File: src/rtl/fir_pkg.sv
// Shared constants for the FIR input driver and the FIR core:
// default widths, driver FSM state encoding and a counter-width helper.
package fir_pkg;

    localparam int TAP_SIZE_DEF       = 6;
    localparam int NBR_OF_TAPS_DEF    = 10;
    localparam int X_N_SIZE_DEF       = 8;
    localparam int Y_N_SIZE_DEF       = 14;
    localparam int SETUP_CYCLES_DEF   = 4;
    localparam int RESULT_LATENCY_DEF = 2;

    // Driver FSM state encoding
    localparam logic [2:0] ST_STARTUP = 3'd0;
    localparam logic [2:0] ST_IDLE    = 3'd1;
    localparam logic [2:0] ST_COEFF   = 3'd2;
    localparam logic [2:0] ST_GAP     = 3'd3;
    localparam logic [2:0] ST_STREAM  = 3'd4;

    // Bits needed to hold values 0..max_val (at least one bit)
    function automatic int cnt_width(input int max_val);
        return (max_val < 2) ? 1 : $clog2(max_val + 1);
    endfunction

endpackage

File: src/rtl/fir_result_capture.sv
// Delays the FIR input strobe by RESULT_LATENCY cycles and captures the
// FIR output into a registered result port with a one-cycle valid strobe.
module fir_result_capture
    import fir_pkg::*;
#(
    parameter int RESULT_LATENCY = RESULT_LATENCY_DEF,
    parameter int Y_N_SIZE       = Y_N_SIZE_DEF
) (
    input  logic                       clk,
    input  logic                       reset,
    input  logic                       tvalid_i,
    input  logic signed [Y_N_SIZE-1:0] y_n_i,
    output logic signed [Y_N_SIZE-1:0] res_data_o,
    output logic                       res_valid_o
);

    logic [RESULT_LATENCY-1:0]  vld_pipe_q;
    logic signed [Y_N_SIZE-1:0] res_data_q;
    logic                       res_valid_q;

    // Valid delay line; its last stage marks the cycle fir y_n holds a result
    always_ff @(posedge clk) begin
        if (reset) begin
            vld_pipe_q  <= '0;
            res_data_q  <= '0;
            res_valid_q <= 1'b0;
        end else begin
            vld_pipe_q[0] <= tvalid_i;
            for (int i = 1; i < RESULT_LATENCY; i++) begin
                vld_pipe_q[i] <= vld_pipe_q[i-1];
            end
            res_valid_q <= vld_pipe_q[RESULT_LATENCY-1];
            if (vld_pipe_q[RESULT_LATENCY-1]) begin
                res_data_q <= y_n_i;
            end
        end
    end

    assign res_data_o  = res_data_q;
    assign res_valid_o = res_valid_q;

endmodule

File: src/rtl/fir_stream_driver.sv
// Upstream driver for the FIR core: turns a tagged ready/valid beat stream
// into registered x_n / set_coeffs / tvalid pin activity with a one-cycle
// gap on every coefficient<->sample mode change, tracks coefficient loading
// and captures the FIR result.
module fir_stream_driver
    import fir_pkg::*;
#(
    parameter int TAP_SIZE       = TAP_SIZE_DEF,
    parameter int NBR_OF_TAPS    = NBR_OF_TAPS_DEF,
    parameter int X_N_SIZE       = X_N_SIZE_DEF,
    parameter int Y_N_SIZE       = Y_N_SIZE_DEF,
    parameter int SETUP_CYCLES   = SETUP_CYCLES_DEF,
    parameter int RESULT_LATENCY = RESULT_LATENCY_DEF
) (
    input  logic                       clk,
    input  logic                       reset,
    input  logic [X_N_SIZE-1:0]        up_data,
    input  logic                       up_is_coeff,
    input  logic                       up_valid,
    output logic                       up_ready,
    output logic [X_N_SIZE-1:0]        fir_x_n,
    output logic                       fir_set_coeffs,
    output logic                       fir_tvalid,
    input  logic signed [Y_N_SIZE-1:0] fir_y_n,
    output logic signed [Y_N_SIZE-1:0] res_data,
    output logic                       res_valid,
    output logic                       coeffs_loaded,
    output logic                       sample_err
);

    localparam int SU_W  = cnt_width(SETUP_CYCLES - 1);
    localparam int CNT_W = cnt_width(NBR_OF_TAPS);
    localparam logic [SU_W-1:0]  SU_LAST  = SU_W'(SETUP_CYCLES - 1);
    localparam logic [CNT_W-1:0] CNT_FULL = CNT_W'(NBR_OF_TAPS);
    localparam logic [CNT_W-1:0] CNT_ONE  = CNT_W'(1);

    // Parameter sanity: the FIR only looks at the low TAP_SIZE bits of the bus
    if (TAP_SIZE < 1 || TAP_SIZE > X_N_SIZE) begin : g_bad_tap_size
        $error("TAP_SIZE must lie within 1..X_N_SIZE");
    end
    if (RESULT_LATENCY < 1 || RESULT_LATENCY > 7) begin : g_bad_latency
        $error("RESULT_LATENCY must lie within 1..7");
    end

    logic [2:0]          state_q, state_d;
    logic [SU_W-1:0]     su_cnt_q, su_cnt_d;
    logic [CNT_W-1:0]    coef_cnt_q, coef_cnt_d;
    logic [X_N_SIZE-1:0] x_n_q;
    logic                set_q;
    logic                tvalid_q;
    logic                err_q;
    logic                mode_clash;
    logic                ready;
    logic                accept;
    logic                loaded;

    assign loaded = (coef_cnt_q == CNT_FULL);
    assign accept = up_valid & ready;

    // Ready depends only on state and the offered tag; a tag opposite to the
    // current mode is refused so the FSM can insert the gap cycle
    always_comb begin
        mode_clash = 1'b0;
        ready      = 1'b0;
        case (state_q)
            ST_IDLE: ready = 1'b1;
            ST_COEFF: begin
                mode_clash = ~up_is_coeff;
                ready      = up_is_coeff;
            end
            ST_STREAM: begin
                mode_clash = up_is_coeff;
                ready      = ~up_is_coeff;
            end
            default: ;
        endcase
    end

    // Mode FSM: startup wait, idle, coefficient/stream modes and the gap
    always_comb begin
        state_d  = state_q;
        su_cnt_d = su_cnt_q;
        case (state_q)
            ST_STARTUP: begin
                if (su_cnt_q == SU_LAST) begin
                    state_d = ST_IDLE;
                end else begin
                    su_cnt_d = su_cnt_q + 1'b1;
                end
            end
            ST_IDLE: begin
                if (accept) begin
                    state_d = up_is_coeff ? ST_COEFF : ST_STREAM;
                end
            end
            ST_COEFF, ST_STREAM: begin
                if (!up_valid) begin
                    state_d = ST_IDLE;
                end else if (mode_clash) begin
                    state_d = ST_GAP;
                end
            end
            ST_GAP:  state_d = ST_IDLE;
            default: state_d = ST_STARTUP;
        endcase
    end

    // Coefficient count: saturates at a full load, a new load restarts at 1
    always_comb begin
        coef_cnt_d = coef_cnt_q;
        if (accept && up_is_coeff) begin
            coef_cnt_d = loaded ? CNT_ONE : (coef_cnt_q + 1'b1);
        end
    end

    // State, counters, registered FIR pins and the sticky sample error
    always_ff @(posedge clk) begin
        if (reset) begin
            state_q    <= ST_STARTUP;
            su_cnt_q   <= '0;
            coef_cnt_q <= '0;
            x_n_q      <= '0;
            set_q      <= 1'b0;
            tvalid_q   <= 1'b0;
            err_q      <= 1'b0;
        end else begin
            state_q    <= state_d;
            su_cnt_q   <= su_cnt_d;
            coef_cnt_q <= coef_cnt_d;
            if (accept) begin
                x_n_q <= up_data;
            end
            set_q    <= accept & up_is_coeff;
            tvalid_q <= accept & ~up_is_coeff;
            err_q    <= err_q | (accept & ~up_is_coeff & ~loaded);
        end
    end

    fir_result_capture #(
        .RESULT_LATENCY (RESULT_LATENCY),
        .Y_N_SIZE       (Y_N_SIZE)
    ) u_capture (
        .clk         (clk),
        .reset       (reset),
        .tvalid_i    (tvalid_q),
        .y_n_i       (fir_y_n),
        .res_data_o  (res_data),
        .res_valid_o (res_valid)
    );

    assign up_ready       = ready;
    assign fir_x_n        = x_n_q;
    assign fir_set_coeffs = set_q;
    assign fir_tvalid     = tvalid_q;
    assign coeffs_loaded  = loaded;
    assign sample_err     = err_q;

endmodule
File: config.mk
export PLATFORM = sky130hd
export DESIGN_NAME = fir_stream_driver
export DESIGN_NICKNAME = d
export VERILOG_FILES = /design/src/rtl/fir_pkg.sv /design/src/rtl/fir_result_capture.sv /design/src/rtl/fir_stream_driver.sv
export SDC_FILE = /design/constraint.sdc
export NUM_CORES = 1
export LEC_CHECK = 0
export BUFFER_PORTS_ARGS = -buffer_cell sky130_fd_sc_hd__buf_2
export CORE_MARGIN = 1
export CORE_UTILIZATION = 50
export CTS_CLUSTER_SIZE = 24
export DETAILED_ROUTE_END_ITERATION = 8
export HOLD_SLACK_MARGIN = 0.15
export PLACE_DENSITY = 0.86
export SYNTH_ARGS = -nofsm -noshare
export SYNTH_HDL_FRONTEND = slang
export SYNTH_SLANG_ARGS = --single-unit
File: constraint.sdc
create_clock -name clk -period 2.1 [get_ports clk]
set_clock_uncertainty 0.15 [all_clocks]
set_input_delay 0.105 -clock clk [delete_from_list [all_inputs] [get_ports clk]]
set_output_delay 0.105 -clock clk [all_outputs]
set_load 0.01 [all_outputs]
==> impl_metrics.py <==
metrics = {
    "layout": {
        "layout-drive-gt1-share": 0.289,
        "final_util": 0.719,
        "n_antenna_cell": 0,
        "area_delta_synth_final_pct": 31.7,
        "final_nets": 304,
        "fin_cells": 323,
    },
    "placement": {
        "gp_congestion": 0.839,
        "port_buffers": 53,
        "dp_hpwl_mm": 2.69,
        "dp_cells": 293,
    },
    "route": {
        "wl_per_cell_um": 15.2,
        "drc": 0,
        "first_pass_iters": 4,
        "via_per_inst": 5.47,
        "via_count": 1766,
        "drt-total-wl_mm": 4.92,
        "ant_nets": 0,
        "drt_iter0_drc": 125,
    },
    "clock_network": {
        "cts_tree": "yes",
        "cts_max_level": 2,
        "clock_latency_ns": 0.30,
        "post_cts_buffers": 0,
        "cts.sinks": 37,
        "cts-buffers-inserted": 5,
        "root_buffer": "clkbuf_8",
        "clkTransAtPathRegs_ns": 0.07,
        "ctsLongestPathBuffers": 2,
    },
    "setup_path": {
        "cp.required_ns": 1.85,
        "arrival_ns": 1.76,
        "crit_path_max_fanout": 9,
        "cp-start-kind": "input pin",
        "critPathKind": "in2out",
        "cp-end-kind": "output pin",
    },
    "yosys": {
        "yosysWarnings": 0,
        "ys_seq_area_frac": 0.391,
        "ys_ff_latch": 37,
        "synth-main-ff-cell": "dfxtp_1",
        "syn_avg_cell_area_um2": 9.23,
        "ys_types": 48,
        "async_flop_share": 0,
        "yosysMostFrequentCell": "dfxtp_1",
        "ys_top_cells_by_area": "dfxtp_1, mux2i_1, nor2b_1",
        "synthesis.nets": 232,
        "synth-edff-count": 0,
        "netlist_area_um2": 1890,
        "yosysTopAreaCell": "dfxtp_1",
        "synth_top_area_share": 0.391,
        "syn-instance-count": 205,
        "netlist_top_cells_count": "dfxtp_1, nor2_1, mux2i_1",
    },
    "sta": {
        "relSlewSlack": 0.694,
        "finalCriticalPeriod_ns": 2.01,
        "fin_crit_sh": 0.958,
        "worstMarginPinSlew_ns": 0.459,
        "hold_viol": 0,
        "setup_viol": 0,
        "grt_setup_unrepaired": "no",
        "fmax_mhz": 497,
        "setup_tns_ns": 0,
        "finalMaxSlewViolations": 0,
    },
    "power_and_ir_drop": {
        "seq_power_share": 0.448,
        "ir_drop_mv": 0.591,
        "power_density_nw_per_um2": 783,
        "p_comb_frac": 0.290,
        "switchingPower_mw": 0.616,
        "switching_share": 0.316,
        "power_frac_clock": 0.263,
        "internal-power_mw": 1.34,
        "p_leak_nw": 1.11,
    },
    "global_routing": {
        "gr-total-overflow": 0,
        "grt_start_max_net_pins": 31,
        "grt_pass1_vias": 1724,
        "grt_pass1_wl_mm": 8.08,
        "antenna_found_initial": 0,
        "grt_use_total": 0.261,
    },
    "floorplanning": {
        "row_count": 21,
        "start_util": 0.546,
        "core-area_um2": 3470,
        "boundaryPins": 54,
        "die_h_um": 63.5,
        "dieWidth_um": 63.5,
        "dieArea_um2": 4040,
    },
    "flow_run": {
        "timing.max_cap.violations": 0,
    },
    "outcome": {
        "status": "finished, final reports clean",
    },
    "worst_hold_path": {
        "min_path_type": "in2reg",
    },
}
-- kinds of logic (layout without fill, tap and decap cells) --
kind of cell / Yosys count / count (layout) / synth area share
fa+ha+maj: 1 / 1 / 0.00661
xor+xnor: 4 / 4 / 0.0225
buf+inv: 22 / 94 / 0.0568
compound gates: 30 / 30 / 0.0991
simple gates: 95 / 95 / 0.338
flops: 37 / 37 / 0.391
mux: 16 / 16 / 0.0853
-- flip-flops by register name, indices dropped and copies added, names as in the netlist --
signal / count
fir_tvalid: 1
fir_set_coeffs: 1
coef_cnt_q: 4
sample_err: 1
su_cnt_q: 2
fir_x_n: 8
u_capture.vld_pipe_q: 2
state_q: 3
u_capture.res_data_o: 14
u_capture.res_valid_o: 1
-- through the flow --
step,power [mW],area [um2],setup WS (ns),hold WS [ns]
2_1_floorplan,1.28,1890,0.604,0.102
3_3_place_gp,1.39,2180,0.368,0.186
3_5_place_dp,1.41,2180,0.326,0.196
4_1_cts,1.93,2490,0.0333,0.154
5_1_grt,2.05,2490,0.0306,0.198
6_report,1.95,2490,0.0886,0.156
-- what timing repair did --
action,CTS,global route
endpoints found under the setup margin,0,1
hold buffers,23,0
hold endpoints to repair,24,0
resized for setup,0,1
-- path summary, 6_finish.rpt --
| kind | startpoint | cells after the start | slack (ns) | to |
|---|---|---|---|---|
| setup / recovery | up_is_coeff | 5 | 0.09 | up_ready |
| hold / removal | up_valid | 3 | 0.16 | state_q[1] |
| setup reg to reg | state_q[1] | 4 | 0.38 | coef_cnt_q[2] |
| hold reg to reg | sample_err | 2 | 0.33 | sample_err |
-- layout by cell type, fill, tap and decap left out, drive strengths merged, types with 2 or more instances in the layout --
cell,instances
nand3,11
o31ai,2
a21oi,12
dfxtp,37
nand3b,2
or3,3
and3b,9
nor3b,10
nand4,11
dlygate4sd3,23
nor2,17
nor4,3
inv,4
o21ai,10
buf,60
clkbuf,7
nand2,2
mux2i,15
nor2b,13
and4bb,2
xnor2,3
and2b,3
-- layout make-up --
cell class	instances	area (um2)
flip-flops and latches	37	742
well taps	46	57.6
inverters	4	15.0
clock buffers	7	86.3
repair buffers	83	548
fillers	257	975
multi-input cells	146	1040
-- power groups by stage --
stage               registers, mW  logic [mW]  clock network [mW]
floorplan                   0.867       0.413                   0
global placement            0.880       0.509                   0
detailed placement          0.886       0.522                   0
CTS                         0.871       0.558               0.506
global route                0.888       0.618               0.544
finish                      0.874       0.566               0.513
-- critical path, cell delays in order --
cell and delay, ns:
dlygate4sd3_1 0.52, buf_2 0.19, or4bb_1 0.66, nand3_1 0.14, buf_2 0.13
-- metal layers --
metal / track usage / vias to the layer above / part of all wire
met2: 0.459 / 61 / 0.52
li1: - / 878 / -
met3: 0.0562 / 13 / 0.055
met5: 0 / - / 0
met1: 0.290 / 814 / 0.40
met4: 0.142 / 0 / 0.023
No activity file was read; power rests on OpenSTA's default activity.
